<file path="config.mk">
export PLATFORM = sky130hd
export DESIGN_NAME = neuron_sgd_trainer
export DESIGN_NICKNAME = d
export VERILOG_FILES = /design/src/rtl/neuron_sgd_pkg.sv /design/src/rtl/neuron_sgd_datapath.sv /design/src/rtl/neuron_sgd_trainer.sv
export SDC_FILE = /design/constraint.sdc
export NUM_CORES = 1
export LEC_CHECK = 0
export ABC_AREA = 1
export ABC_CLOCK_PERIOD_IN_PS = 9050
export CORE_MARGIN = 1.5
export CORE_UTILIZATION = 28
export CTS_CLUSTER_SIZE = 28
export DETAILED_ROUTE_END_ITERATION = 8
export PLACE_DENSITY = 0.41
export SLEW_MARGIN = 0
export SYNTH_ARGS = -nofsm -noshare
export SYNTH_HDL_FRONTEND = slang
export SYNTH_SLANG_ARGS = --single-unit
</file>
<file path="constraint.sdc">
create_clock -name clk -period 9.05 [get_ports clk]
set_clock_uncertainty 0.15 [all_clocks]
set_input_delay 1.81 -clock clk [delete_from_list [all_inputs] [get_ports clk]]
set_output_delay 1.81 -clock clk [all_outputs]
set_load 0.02 [all_outputs]
</file>
<file path="src/rtl/neuron_sgd_pkg.sv">
// Shared types and constants for the RGB neuron SGD trainer.
package neuron_sgd_pkg;

  typedef enum logic [2:0] {
    ST_IDLE  = 3'd0,
    ST_DRIVE = 3'd1,
    ST_CAPT  = 3'd2,
    ST_UPD   = 3'd3,
    ST_DONE  = 3'd4
  } state_e;

  localparam int DERIV_SHIFT = 8;
  localparam int DELTA_SHIFT = 6;
  localparam int W_MAX       = 32767;
  localparam int W_MIN       = -32768;

endpackage

</file>
<file path="src/rtl/neuron_sgd_datapath.sv">
// Combinational delta-rule math: error, sigmoid derivative, delta and saturating weight steps.
module neuron_sgd_datapath
  import neuron_sgd_pkg::*;
#(
  parameter int DATA_WIDTH = 8,
  parameter int W_WIDTH    = 16,
  parameter int LR_SHIFT   = 4
) (
  input  logic        [DATA_WIDTH-1:0] y,
  input  logic        [DATA_WIDTH-1:0] target,
  input  logic        [DATA_WIDTH-1:0] x_r,
  input  logic        [DATA_WIDTH-1:0] x_g,
  input  logic        [DATA_WIDTH-1:0] x_b,
  input  logic signed [DATA_WIDTH:0]   delta_in,
  input  logic        [W_WIDTH-1:0]    w1,
  input  logic        [W_WIDTH-1:0]    w2,
  input  logic        [W_WIDTH-1:0]    w3,
  input  logic        [W_WIDTH-1:0]    bias,
  output logic signed [DATA_WIDTH:0]   err,
  output logic signed [DATA_WIDTH:0]   delta,
  output logic        [W_WIDTH-1:0]    w1_upd,
  output logic        [W_WIDTH-1:0]    w2_upd,
  output logic        [W_WIDTH-1:0]    w3_upd,
  output logic        [W_WIDTH-1:0]    bias_upd
);

  localparam int PW = 2 * DATA_WIDTH + 2;
  localparam int SW = W_WIDTH + 2;
  localparam logic signed [SW-1:0] SAT_HI = SW'(W_MAX);
  localparam logic signed [SW-1:0] SAT_LO = SW'(W_MIN);

  // (delta * x) >>> LR_SHIFT with x treated as an unsigned pixel value
  function automatic logic signed [SW-1:0] step_of(input logic signed [DATA_WIDTH:0] d,
                                                    input logic [DATA_WIDTH-1:0] x);
    logic signed [SW-1:0] d_x;
    logic signed [SW-1:0] x_x;
    logic signed [SW-1:0] prod;
    d_x  = {{(SW-DATA_WIDTH-1){d[DATA_WIDTH]}}, d};
    x_x  = {{(SW-DATA_WIDTH){1'b0}}, x};
    prod = d_x * x_x;
    return prod >>> LR_SHIFT;
  endfunction

  function automatic logic [W_WIDTH-1:0] sat_add(input logic [W_WIDTH-1:0] w,
                                                  input logic signed [SW-1:0] step);
    logic signed [SW-1:0] sum;
    sum = $signed({{2{w[W_WIDTH-1]}}, w}) + step;
    if (sum > SAT_HI) begin
      return SAT_HI[W_WIDTH-1:0];
    end else if (sum < SAT_LO) begin
      return SAT_LO[W_WIDTH-1:0];
    end else begin
      return sum[W_WIDTH-1:0];
    end
  endfunction

  logic        [2*DATA_WIDTH-1:0] yy_s;
  logic        [DATA_WIDTH-1:0]   deriv_s;
  logic signed [PW-1:0]           err_x_s;
  logic signed [PW-1:0]           deriv_x_s;
  logic signed [PW-1:0]           prod_s;
  logic signed [PW-1:0]           shifted_s;
  logic signed [SW-1:0]           bias_step_s;

  always_comb begin
    err         = $signed({1'b0, target}) - $signed({1'b0, y});
    // ~y equals 255 - y for an 8-bit value
    yy_s        = {{DATA_WIDTH{1'b0}}, y} * {{DATA_WIDTH{1'b0}}, ~y};
    deriv_s     = yy_s[DERIV_SHIFT +: DATA_WIDTH];
    err_x_s     = {{(PW-DATA_WIDTH-1){err[DATA_WIDTH]}}, err};
    deriv_x_s   = {{(PW-DATA_WIDTH){1'b0}}, deriv_s};
    prod_s      = err_x_s * deriv_x_s;
    shifted_s   = prod_s >>> DELTA_SHIFT;
    delta       = shifted_s[DATA_WIDTH:0];
    bias_step_s = $signed({{(SW-DATA_WIDTH-1){delta_in[DATA_WIDTH]}}, delta_in}) >>> LR_SHIFT;
    w1_upd      = sat_add(w1, step_of(delta_in, x_r));
    w2_upd      = sat_add(w2, step_of(delta_in, x_g));
    w3_upd      = sat_add(w3, step_of(delta_in, x_b));
    bias_upd    = sat_add(bias, bias_step_s);
  end

endmodule

</file>
<file path="src/rtl/neuron_sgd_trainer.sv">
// Training controller for the RGB neuron: drives a pixel, waits the neuron latency,
// captures the output and applies one saturating delta-rule update to the weights it owns.
module neuron_sgd_trainer
  import neuron_sgd_pkg::*;
#(
  parameter int DATA_WIDTH = 8,
  parameter int W_WIDTH    = 16,
  parameter int NEURON_LAT = 3,
  parameter int LR_SHIFT   = 4,
  parameter int W_INIT     = 0
) (
  input  logic                  clk,
  input  logic                  rst,
  input  logic                  in_valid,
  output logic                  in_ready,
  input  logic [DATA_WIDTH-1:0] in_r,
  input  logic [DATA_WIDTH-1:0] in_g,
  input  logic [DATA_WIDTH-1:0] in_b,
  input  logic [DATA_WIDTH-1:0] in_target,
  input  logic                  train_en,
  input  logic                  cfg_load,
  input  logic [W_WIDTH-1:0]    cfg_w1,
  input  logic [W_WIDTH-1:0]    cfg_w2,
  input  logic [W_WIDTH-1:0]    cfg_w3,
  input  logic [W_WIDTH-1:0]    cfg_bias,
  output logic [DATA_WIDTH-1:0] pix_r,
  output logic [DATA_WIDTH-1:0] pix_g,
  output logic [DATA_WIDTH-1:0] pix_b,
  output logic [W_WIDTH-1:0]    w1,
  output logic [W_WIDTH-1:0]    w2,
  output logic [W_WIDTH-1:0]    w3,
  output logic [W_WIDTH-1:0]    bias,
  input  logic [DATA_WIDTH-1:0] neuron_y,
  output logic [DATA_WIDTH-1:0] y_out,
  output logic [DATA_WIDTH:0]   err_out,
  output logic                  upd_done,
  output logic [15:0]           sample_cnt
);

  localparam int CNT_W = $clog2(NEURON_LAT) + 1;
  localparam logic [CNT_W-1:0]   CNT_LAST = CNT_W'(NEURON_LAT - 1);
  localparam logic [W_WIDTH-1:0] W_RST    = W_WIDTH'(W_INIT);

  state_e                       state_q, state_d;
  logic [CNT_W-1:0]             cnt_q, cnt_d;
  logic [DATA_WIDTH-1:0]        pix_r_q, pix_r_d, pix_g_q, pix_g_d, pix_b_q, pix_b_d;
  logic [DATA_WIDTH-1:0]        target_q, target_d;
  logic                         train_q, train_d;
  logic signed [DATA_WIDTH:0]   delta_q, delta_d;
  logic [W_WIDTH-1:0]           w1_q, w1_d, w2_q, w2_d, w3_q, w3_d, bias_q, bias_d;
  logic [DATA_WIDTH-1:0]        y_out_q, y_out_d;
  logic [DATA_WIDTH:0]          err_out_q, err_out_d;
  logic                         upd_done_q, upd_done_d;
  logic [15:0]                  sample_cnt_q, sample_cnt_d;
  logic                         in_ready_q, in_ready_d;

  logic signed [DATA_WIDTH:0]   err_s, delta_s;
  logic [W_WIDTH-1:0]           w1_upd_s, w2_upd_s, w3_upd_s, bias_upd_s;

  neuron_sgd_datapath #(
    .DATA_WIDTH(DATA_WIDTH),
    .W_WIDTH   (W_WIDTH),
    .LR_SHIFT  (LR_SHIFT)
  ) u_datapath (
    .y        (neuron_y),
    .target   (target_q),
    .x_r      (pix_r_q),
    .x_g      (pix_g_q),
    .x_b      (pix_b_q),
    .delta_in (delta_q),
    .w1       (w1_q),
    .w2       (w2_q),
    .w3       (w3_q),
    .bias     (bias_q),
    .err      (err_s),
    .delta    (delta_s),
    .w1_upd   (w1_upd_s),
    .w2_upd   (w2_upd_s),
    .w3_upd   (w3_upd_s),
    .bias_upd (bias_upd_s)
  );

  always_comb begin
    state_d      = state_q;
    cnt_d        = cnt_q;
    pix_r_d      = pix_r_q;
    pix_g_d      = pix_g_q;
    pix_b_d      = pix_b_q;
    target_d     = target_q;
    train_d      = train_q;
    delta_d      = delta_q;
    w1_d         = w1_q;
    w2_d         = w2_q;
    w3_d         = w3_q;
    bias_d       = bias_q;
    y_out_d      = y_out_q;
    err_out_d    = err_out_q;
    upd_done_d   = 1'b0;
    sample_cnt_d = sample_cnt_q;
    case (state_q)
      ST_IDLE: begin
        // A config load wins over a sample presented in the same cycle
        if (cfg_load) begin
          w1_d   = cfg_w1;
          w2_d   = cfg_w2;
          w3_d   = cfg_w3;
          bias_d = cfg_bias;
        end else if (in_valid) begin
          pix_r_d  = in_r;
          pix_g_d  = in_g;
          pix_b_d  = in_b;
          target_d = in_target;
          train_d  = train_en;
          cnt_d    = '0;
          state_d  = ST_DRIVE;
        end else begin
          state_d = ST_IDLE;
        end
      end
      ST_DRIVE: begin
        if (cnt_q == CNT_LAST) begin
          state_d = ST_CAPT;
        end else begin
          cnt_d = cnt_q + CNT_W'(1);
        end
      end
      ST_CAPT: begin
        y_out_d   = neuron_y;
        err_out_d = err_s;
        delta_d   = delta_s;
        state_d   = ST_UPD;
      end
      ST_UPD: begin
        if (train_q) begin
          w1_d   = w1_upd_s;
          w2_d   = w2_upd_s;
          w3_d   = w3_upd_s;
          bias_d = bias_upd_s;
        end else begin
          w1_d = w1_q;
        end
        // Pulse and count become visible together in DONE
        upd_done_d   = 1'b1;
        sample_cnt_d = sample_cnt_q + 16'd1;
        state_d      = ST_DONE;
      end
      ST_DONE: begin
        state_d = ST_IDLE;
      end
      default: begin
        state_d = ST_IDLE;
      end
    endcase
    in_ready_d = (state_d == ST_IDLE) ? 1'b1 : 1'b0;
  end

  always_ff @(posedge clk or posedge rst) begin
    if (rst) begin
      state_q      <= ST_IDLE;
      cnt_q        <= '0;
      pix_r_q      <= '0;
      pix_g_q      <= '0;
      pix_b_q      <= '0;
      target_q     <= '0;
      train_q      <= 1'b0;
      delta_q      <= '0;
      w1_q         <= W_RST;
      w2_q         <= W_RST;
      w3_q         <= W_RST;
      bias_q       <= W_RST;
      y_out_q      <= '0;
      err_out_q    <= '0;
      upd_done_q   <= 1'b0;
      sample_cnt_q <= 16'd0;
      in_ready_q   <= 1'b1;
    end else begin
      state_q      <= state_d;
      cnt_q        <= cnt_d;
      pix_r_q      <= pix_r_d;
      pix_g_q      <= pix_g_d;
      pix_b_q      <= pix_b_d;
      target_q     <= target_d;
      train_q      <= train_d;
      delta_q      <= delta_d;
      w1_q         <= w1_d;
      w2_q         <= w2_d;
      w3_q         <= w3_d;
      bias_q       <= bias_d;
      y_out_q      <= y_out_d;
      err_out_q    <= err_out_d;
      upd_done_q   <= upd_done_d;
      sample_cnt_q <= sample_cnt_d;
      in_ready_q   <= in_ready_d;
    end
  end

  assign in_ready   = in_ready_q;
  assign pix_r      = pix_r_q;
  assign pix_g      = pix_g_q;
  assign pix_b      = pix_b_q;
  assign w1         = w1_q;
  assign w2         = w2_q;
  assign w3         = w3_q;
  assign bias       = bias_q;
  assign y_out      = y_out_q;
  assign err_out    = err_out_q;
  assign upd_done   = upd_done_q;
  assign sample_cnt = sample_cnt_q;

endmodule

</file>
==> flow_summary.ini, run 1 <==
[floorplan]
die_width_um = 287
initial_core_util_pct = 28.2
die_area_mm2 = 0.0825
ioPinCount = 232
die_height_um = 287
num_rows = 104
core_area_mm2 = 0.0802

[detailed_routing]
antenna_left = 0
via_per_inst = 4.43
met1_length_um = 30800
met2_length_um = 29700
drt-total-wl_um = 63900
route.met3.wl_um = 2370
drt_iter0_drc = 788
num_vias = 19357
dr.pass1.iters = 5
drcViolationCount = 0
post_drt_wl_per_cell_um = 14.6
top_layer = met4

[global_route]
gr-usage-all-layers_pct = 16.1
grt_max_degree = 85
grt_pass1_wl_um = 106000
grt_overflow = 0
grt_pass1_vias = 20649
antenna_found_initial = 1

[final_layout]
most-common-layout-cells = 748 x nand2_1, 687 x inv_1, 259 x fa_1
final_common_cell = nand2_1
final_nets = 3912
area_growth_pct = 21.5
drive_gt1_share_pct = 7.22
fin_util_pct = 34.3

[critical_path]
max_stage_delay_ps = 560
crit_path_end_kind = register
slowest_stage = fa_1
crit_top_cell = fa_1
cp-start-kind = input pin
worst-setup-path-type = in -> reg
cp_data_arrival_time_ps = 8940
worstPathMaxFanout = 8
worst_ep_required_time_ps = 9320
reg2reg_depth = 33

[timing]
worstMarginPinSlew_ps = 1080
setup_viol = 0
min_period_ps = 8670
fin_crit_sh_pct = 95.8
timing.fmax_mhz = 115
final-hold-violation-count = 0
slew_headroom_pct = 28.2
hold_slack_ps = 332
final_max_slew_viol_count = 0

[placed_design]
gp_congestion = 0.882
dpl.hpwl_um = 52500
port-buffer-count = 231

[hold_path]
whs_path_depth = 2
min_path_type = reg -> reg

[synthesis]
synth.distinct_cells = 51
netlist.area_leader.share_pct = 23.3
syn_area_mm2 = 0.0226
synth_cells = 3044
avgSynthCellArea_um2 = 7.43
synth_seq_cells = 147
synthTopCellsByArea = fa_1 23%, dfrtp_1 16%, ha_1 13%
yosysTopAreaCell = fa_1
yosys_warnings = 0
syn-num-nets = 3658
ys_seq_area_share_pct = 16.3

[clock_network]
htreeDepth = 4
clk_latency_ps = 480
cts_tree = yes
clock-sinks = 147
cts-buffers-inserted = 17
holdBufCountCts = 0
root_buffer = clkbuf_16
clk_path_buf_depth = 2
clk_pin_slew_worst_paths_ps = 70

[status]
outcome = finished clean

[run]
drv_cap = 0
[per-stage QoR]
step	std cells	worst slack, ps	area, um2	TNS (ps)
floorplan	3044	85.3	22600	0
global placement	4336	-799	26600	-4890
detailed placement	4336	-877	26600	-5570
CTS	4370	20.9	27300	0
global route	4371	-22.9	27500	-22.9
finish	4372	382	27500	0
[worst paths after layout]
path / start / end / slack, ps
max: neuron_y[4] / delta_q[8]$_DFFE_PP0N_ / 380
min: train_q$_DFFE_PP0P_ / train_q$_DFFE_PP0P_ / 330
max reg2reg: delta_q[3]$_DFFE_PP0N_ / w1[2]$_DFFE_PP0P_ / 1610
min reg2reg: train_q$_DFFE_PP0P_ / train_q$_DFFE_PP0P_ / 330
max in group asynchronous: rst / y_out[1]$_DFFE_PP0N_ / 5580
min in group asynchronous: rst / sample_cnt[4]$_DFFE_PP0P_ / 1760
[state kept, by name, summed over array words and instances (netlist names), 8 cells and up]
name        count
target_q        8
sample_cnt     16
pix_b           8
y_out           8
pix_r           8
bias           16
w2             16
pix_g           8
err_out         9
w3             16
delta_q         9
w1             16
[routing by layer]
metal / up-vias / GRT usage [%]
met1: 9302 / 21.7
met5: - / 0
met3: 47 / 2.14
li1: 9687 / -
met4: 0 / 4.09
met2: 321 / 27.0
[what timing repair did]
item,in CTS,in global routing
setup buffers,2,1
pin swaps,6,23
setup endpoints to repair,6,9
resized for setup,18,62
[cell usage after synthesis (all sizes together)]
cell type	instances
ha	242
o31ai	11
nand2	767
clkbuf	73
fa	263
a21boi	2
nand3b	2
buf	16
nor4	2
o21ai	139
nand4	12
o2111ai	3
nor3	26
o31a	1
nor4b	1
a21o	10
nor2	231
a22oi	3
dfrtp	146
a211oi	1
or2	2
nand3	85
a31oi	7
inv	705
o211ai	5
a21oi	131
and2	1
xnor2	52
and3	1
o21bai	9
xor2	84
o21a	3
a31o	2
dfstp	1
clkinv	5
[worst max-delay path, delay by kind of cell]
family                   cells  cell delay [ps]
AND/OR/NAND/NOR             15             1280
adder cells (fa/ha/maj)     10             4550
buffers and inverters       10              990
AO/OA/AOI/OAI                1              150
XOR/XNOR                     1              120
[kinds of logic (layout without fill, tap and decap cells)]
logic type	Yosys count	count (layout)	synth area share [%]
xor+xnor	136	136	5.27
compound gates	327	327	8.12
buf+inv	799	1066	13.4
simple gates	1130	1130	20.2
other cells	0	1	0
flops	147	147	16.3
fa+ha+maj	505	505	36.7
[cell type report]
cell class / instances / area [um2]
fillers: 8551 / 52700
multi-input cells: 2098 / 16200
flip-flops and latches: 147 / 3680
repair buffers: 324 / 3030
inverters: 710 / 2680
well taps: 1060 / 1330
clock buffers: 18 / 439
clock inverters: 14 / 149
diodes: 1 / 2.50
Power of run 1 is left out: the tool's default activity adds up to more than one toggle a clock period on the data nets, which glitch-free logic cannot reach.
==> run 2, diff against run 1 <==
==> constraint.sdc (replaced) <==
create_clock -name clk -period 9.05 [get_ports clk]
set_clock_uncertainty 0.15 [all_clocks]
set_input_delay 1.3575 -clock clk [delete_from_list [all_inputs] [get_ports clk]]
set_output_delay 1.3575 -clock clk [all_outputs]
set_load 0.02 [all_outputs]
==> run 2 against run 1 <==
Global-route usage rose by 0.22 points. Critical endpoint unchanged. Worst hold slack improved by 5.3 ps. First-iteration DRC count grew 2.8%. Setup slack worse by 21 ps. Count of clock-buffer cells in the layout stayed put. Maximum frequency down 0.24%. Sequential cell count did not move. Critical path depth increased by 3. Non-clock buffer count is 12 lower.
==> flow_summary.ini, run 2 (same netlist as run 1, synthesis figures left out) <==
[clock_network]
clk_pin_slew_worst_paths_ps = 80
holdBufCountCts = 0
clk_latency_ps = 490
cts-buffers-inserted = 17
clk_path_buf_depth = 2
cts_tree = yes
clock-sinks = 147
root_buffer = clkbuf_16
htreeDepth = 4

[critical_path]
crit_path_end_kind = register
slowest_stage = fa_1
worstPathMaxFanout = 6
worst_ep_required_time_ps = 9270
cp-start-kind = input pin
worst-setup-path-type = in -> reg
cp_data_arrival_time_ps = 8910
crit_top_cell = fa_1
max_stage_delay_ps = 590

[detailed_routing]
route.met3.wl_um = 2380
via_per_inst = 4.42
drt_iter0_drc = 810
drcViolationCount = 0
antenna_left = 0
met1_length_um = 31800
post_drt_wl_per_cell_um = 14.9
drt-total-wl_um = 65000
top_layer = met4
num_vias = 19289
dr.pass1.iters = 6
met2_length_um = 30100

[final_layout]
most-common-layout-cells = 755 x nand2_1, 692 x inv_1, 261 x fa_1
final_common_cell = nand2_1
drive_gt1_share_pct = 5.88
area_growth_pct = 20.4
final_nets = 3900

[floorplan]
die_width_um = 287
num_rows = 104
die_height_um = 287
die_area_mm2 = 0.0825
core_area_mm2 = 0.0802
ioPinCount = 232
initial_core_util_pct = 28.2

[global_route]
gr-usage-all-layers_pct = 16.3
grt_overflow = 0
grt_max_degree = 81
grt_pass1_wl_um = 107000
grt_pass1_vias = 20379
antenna_found_initial = 0

[timing]
worstMarginPinSlew_ps = 1060
setup_viol = 0
min_period_ps = 8690
final_max_slew_viol_count = 0
timing.fmax_mhz = 115
slew_headroom_pct = 29.1
fin_crit_sh_pct = 96.0
final-hold-violation-count = 0
setup_tns_ps = 0

[status]
outcome = finished clean

[placed_design]
port-buffer-count = 231
dpl.hpwl_um = 53200
gp_congestion = 0.871

[hold_path]
min_path_type = reg -> reg

[run]
drv_cap = 0
[run 2: worst paths after layout]
kind | start | to | slack (ps) | cells past startpoint
worst max-delay path | neuron_y[6] | delta_q[8]$_DFFE_PP0N_ | 360 | 40
worst min-delay path | sample_cnt[15]$_DFFE_PP0P_ | sample_cnt[15]$_DFFE_PP0P_ | 340 | 1
worst max register to register | delta_q[8]$_DFFE_PP0N_ | w3[13]$_DFFE_PP0P_ | 1450 | 31
worst min register to register | sample_cnt[15]$_DFFE_PP0P_ | sample_cnt[15]$_DFFE_PP0P_ | 340 | 1
max in group asynchronous | rst | cnt_q[0]$_DFFE_PP0P_ | 5990 | 3
min in group asynchronous | rst | bias[11]$_DFFE_PP0P_ | 1280 | 2
[run 2: per-stage QoR]
step	setup slack (ps)	utilization, %	instances	area [um2]	hold WS, ps
2_1_floorplan	386	-	3044	22600	292
3_3_place_gp	-314	33.0	4326	26500	321
3_5_place_dp	-316	33.0	4326	26500	325
4_1_cts	213	33.8	4358	27100	341
5_1_grt	-28.5	33.9	4359	27200	342
6_report	362	33.9	4360	27200	338
[run 2: area by class of cell]
cell class / count / area (um2)
diodes: 1 / 2.50
repair buffers: 312 / 2940
fillers: 8661 / 52900
flip-flops and latches: 147 / 3680
well taps: 1060 / 1330
clock inverters: 14 / 148
clock buffers: 18 / 429
multi-input cells: 2098 / 16000
inverters: 710 / 2680
[run 2: layer usage]
layer	vias up	track usage, %
met4	0	3.38
li1	9655	-
met2	289	27.4
met1	9307	22.2
met5	-	0
met3	38	2.33
[run 2: what timing repair did]
item	in CTS	in global routing
setup buffers	0	1
endpoints found under the setup margin	0	6
gates resized for setup	0	33
[run 2: worst max-delay path, delay by kind of cell]
kind | cells | cell delay (ps)
XOR/XNOR | 1 | 160
AND/OR/NAND/NOR | 16 | 1400
buffers and inverters | 11 | 1140
AO/OA/AOI/OAI | 2 | 270
adder cells (fa/ha/maj) | 10 | 4590
Power of run 2 is left out for the same reason.
==> run 3, diff against run 2 <==
--- a/config.mk
+++ b/config.mk
@@ -7,10 +7,11 @@
 export LEC_CHECK = 0
 export ABC_AREA = 1
 export ABC_CLOCK_PERIOD_IN_PS = 9050
-export CORE_MARGIN = 1.5
+export CORE_MARGIN = 4
 export CORE_UTILIZATION = 28
 export CTS_CLUSTER_SIZE = 28
 export DETAILED_ROUTE_END_ITERATION = 8
+export GPL_TIMING_DRIVEN = 0
 export PLACE_DENSITY = 0.41
 export SLEW_MARGIN = 0
 export SYNTH_ARGS = -nofsm -noshare
==> run 3 against run 2 <==
Cell area is 0.37% lower. Critical path depth is 1 lower. Largest cell class unchanged. Cell count rose by 0.23%. Via count up 1.2%. Register-to-register slack worse by 560 ps. Count of clock-buffer cells in the layout is the same. Die area is 3.5% higher. First-iteration DRC count rose by 31%. Sequential cell count did not move. Critical path type unchanged.
==> flow_summary.ini, run 3 (same netlist as run 1, synthesis figures left out) <==
[final_layout]
most-common-layout-cells = 757 x nand2_1, 692 x inv_1, 263 x fa_1
antenna_cells = 0
regArea_mm2 = 0.00368
final_nets = 3921
area_growth_pct = 19.9
fillers = 8494
final_common_cell = nand2_1
drive_gt1_share_pct = 4.22
fin_util_pct = 34.1
multi_input_comb_area_mm2 = 0.0160

[hold_path]
hp-start = sample_cnt[15]$_DFFE_PP0P_
whs_path_depth = 1
min_path_type = reg -> reg
hold_path_end = sample_cnt[15]$_DFFE_PP0P_

[timing]
worstMarginPinSlew_ps = 989
final-hold-violation-count = 0
final_max_slew_viol_count = 0
finalWorstSetupSlack_ps = 257
slew_headroom_pct = 33.7
fin_crit_sh_pct = 97.2
setup_viol = 0
timing.fmax_mhz = 114
min_period_ps = 8790

[clock_network]
htreeDepth = 4
clk_path_buf_depth = 2
cts-buffers-inserted = 17
root_buffer = clkbuf_16
cts_tree = yes
clock-sinks = 147
clk_latency_ps = 490
clk_pin_slew_worst_paths_ps = 70

[floorplan]
die_height_um = 292
initial_core_util_pct = 28.4
core_area_mm2 = 0.0795
num_rows = 103
ioPinCount = 232
die_area_mm2 = 0.0853
die_width_um = 292

[run]
drv_cap = 0

[detailed_routing]
antenna_left = 0
drt_iter0_drc = 1065
drt-total-wl_um = 70800
drcViolationCount = 0
via_per_inst = 4.47
dr.pass1.iters = 5
num_vias = 19514
post_drt_wl_per_cell_um = 16.2

[critical_path]
r2r_slack_ps = 890
crit_path_end_kind = register
max_stage_delay_ps = 540
cp-start-kind = input pin
r2r_end = w1[4]$_DFFE_PP0P_
worst_ep_required_time_ps = 9260
worst-setup-path-type = in -> reg
cp_data_arrival_time_ps = 9010
r2r_start = delta_q[8]$_DFFE_PP0N_
worstPathMaxFanout = 9
crit_top_cell = fa_1
slowest_stage = fa_1
reg2reg_depth = 34

[global_route]
grt_overflow = 0
antenna_found_initial = 1
grt_pass1_wl_um = 113000
grt_pass1_vias = 20510
gr-usage-all-layers_pct = 16.8
grt_max_degree = 80

[placed_design]
dpl_worst_slack_ps = -1570
port-buffer-count = 231
gp_congestion = 0.832
dpl.hpwl_um = 59400

[status]
outcome = finished clean
==> run 3: changes by cell type in the layout (fill, tap and decap cells not counted), moves of 6 or more <==
cell / before / now
buf_1: 0 / 9
buf_2: 0 / 6
buf_4: 81 / 14
clkbuf_1: 1 / 72
dlymetal6s2s_1: 6 / 0
==> run 3: repair_timing <==
action | in CTS | in global routing
resized for setup | 33 | 39
gates cloned | 0 | 0
pin swaps | 1 | 4
hold buffers | 0 | 0
setup endpoints to repair | 7 | 7
setup buffers | 2 | 10
==> run 3: metal layers <==
metal	global-route usage, %	part of all wire, %
met1	22.8	47
met2	28.1	47
met3	2.60	4.4
met4	3.92	1.5
met5	0	0.018
==> run 3: through the flow <==
step / hold WS (ps) / cells / cell area (um2) / setup TNS [ps]
2_1_floorplan: 292 / 3044 / 22600 / 0
3_3_place_gp: 315 / 4325 / 26200 / -9370
3_5_place_dp: 317 / 4326 / 26300 / -9720
6_report: 319 / 4370 / 27100 / 0
4_1_cts: 331 / 4360 / 27000 / 0
5_1_grt: 365 / 4370 / 27100 / -17.9
==> run 3: how the worst max path moves through the flow <==
stage	from	endpoint	slack [ps]	cells after the start
2_1_floorplan	neuron_y[3]	delta_q[7]$_DFFE_PP0N_	390	39
3_3_place_gp	neuron_y[3]	delta_q[8]$_DFFE_PP0N_	-1550	42
3_5_place_dp	neuron_y[3]	delta_q[8]$_DFFE_PP0N_	-1570	42
4_1_cts	neuron_y[7]	delta_q[8]$_DFFE_PP0N_	4	40
5_1_grt	neuron_y[2]	delta_q[8]$_DFFE_PP0N_	-20	41
6_report	neuron_y[2]	delta_q[7]$_DFFE_PP0N_	260	39
==> run 3: final cells by class <==
cell class | count | area share, %
tap | 1050 | 4.85
multi-input combinational | 2098 | 58.9
inverter | 710 | 10.0
buffer | 89 | 1.35
clock buffer | 18 | 1.62
timing repair buffer | 244 | 8.86
sequential | 147 | 13.6
clock inverter | 14 | 0.789
==> run 3: critical path: cells and delay by family <==
family	cells	cell delay, ps
xor+xnor	1	140
buf+inv	12	1160
fa+ha+maj	10	4500
simple gates	12	1230
compound gates	4	620
Power of run 3 is left out for the same reason.
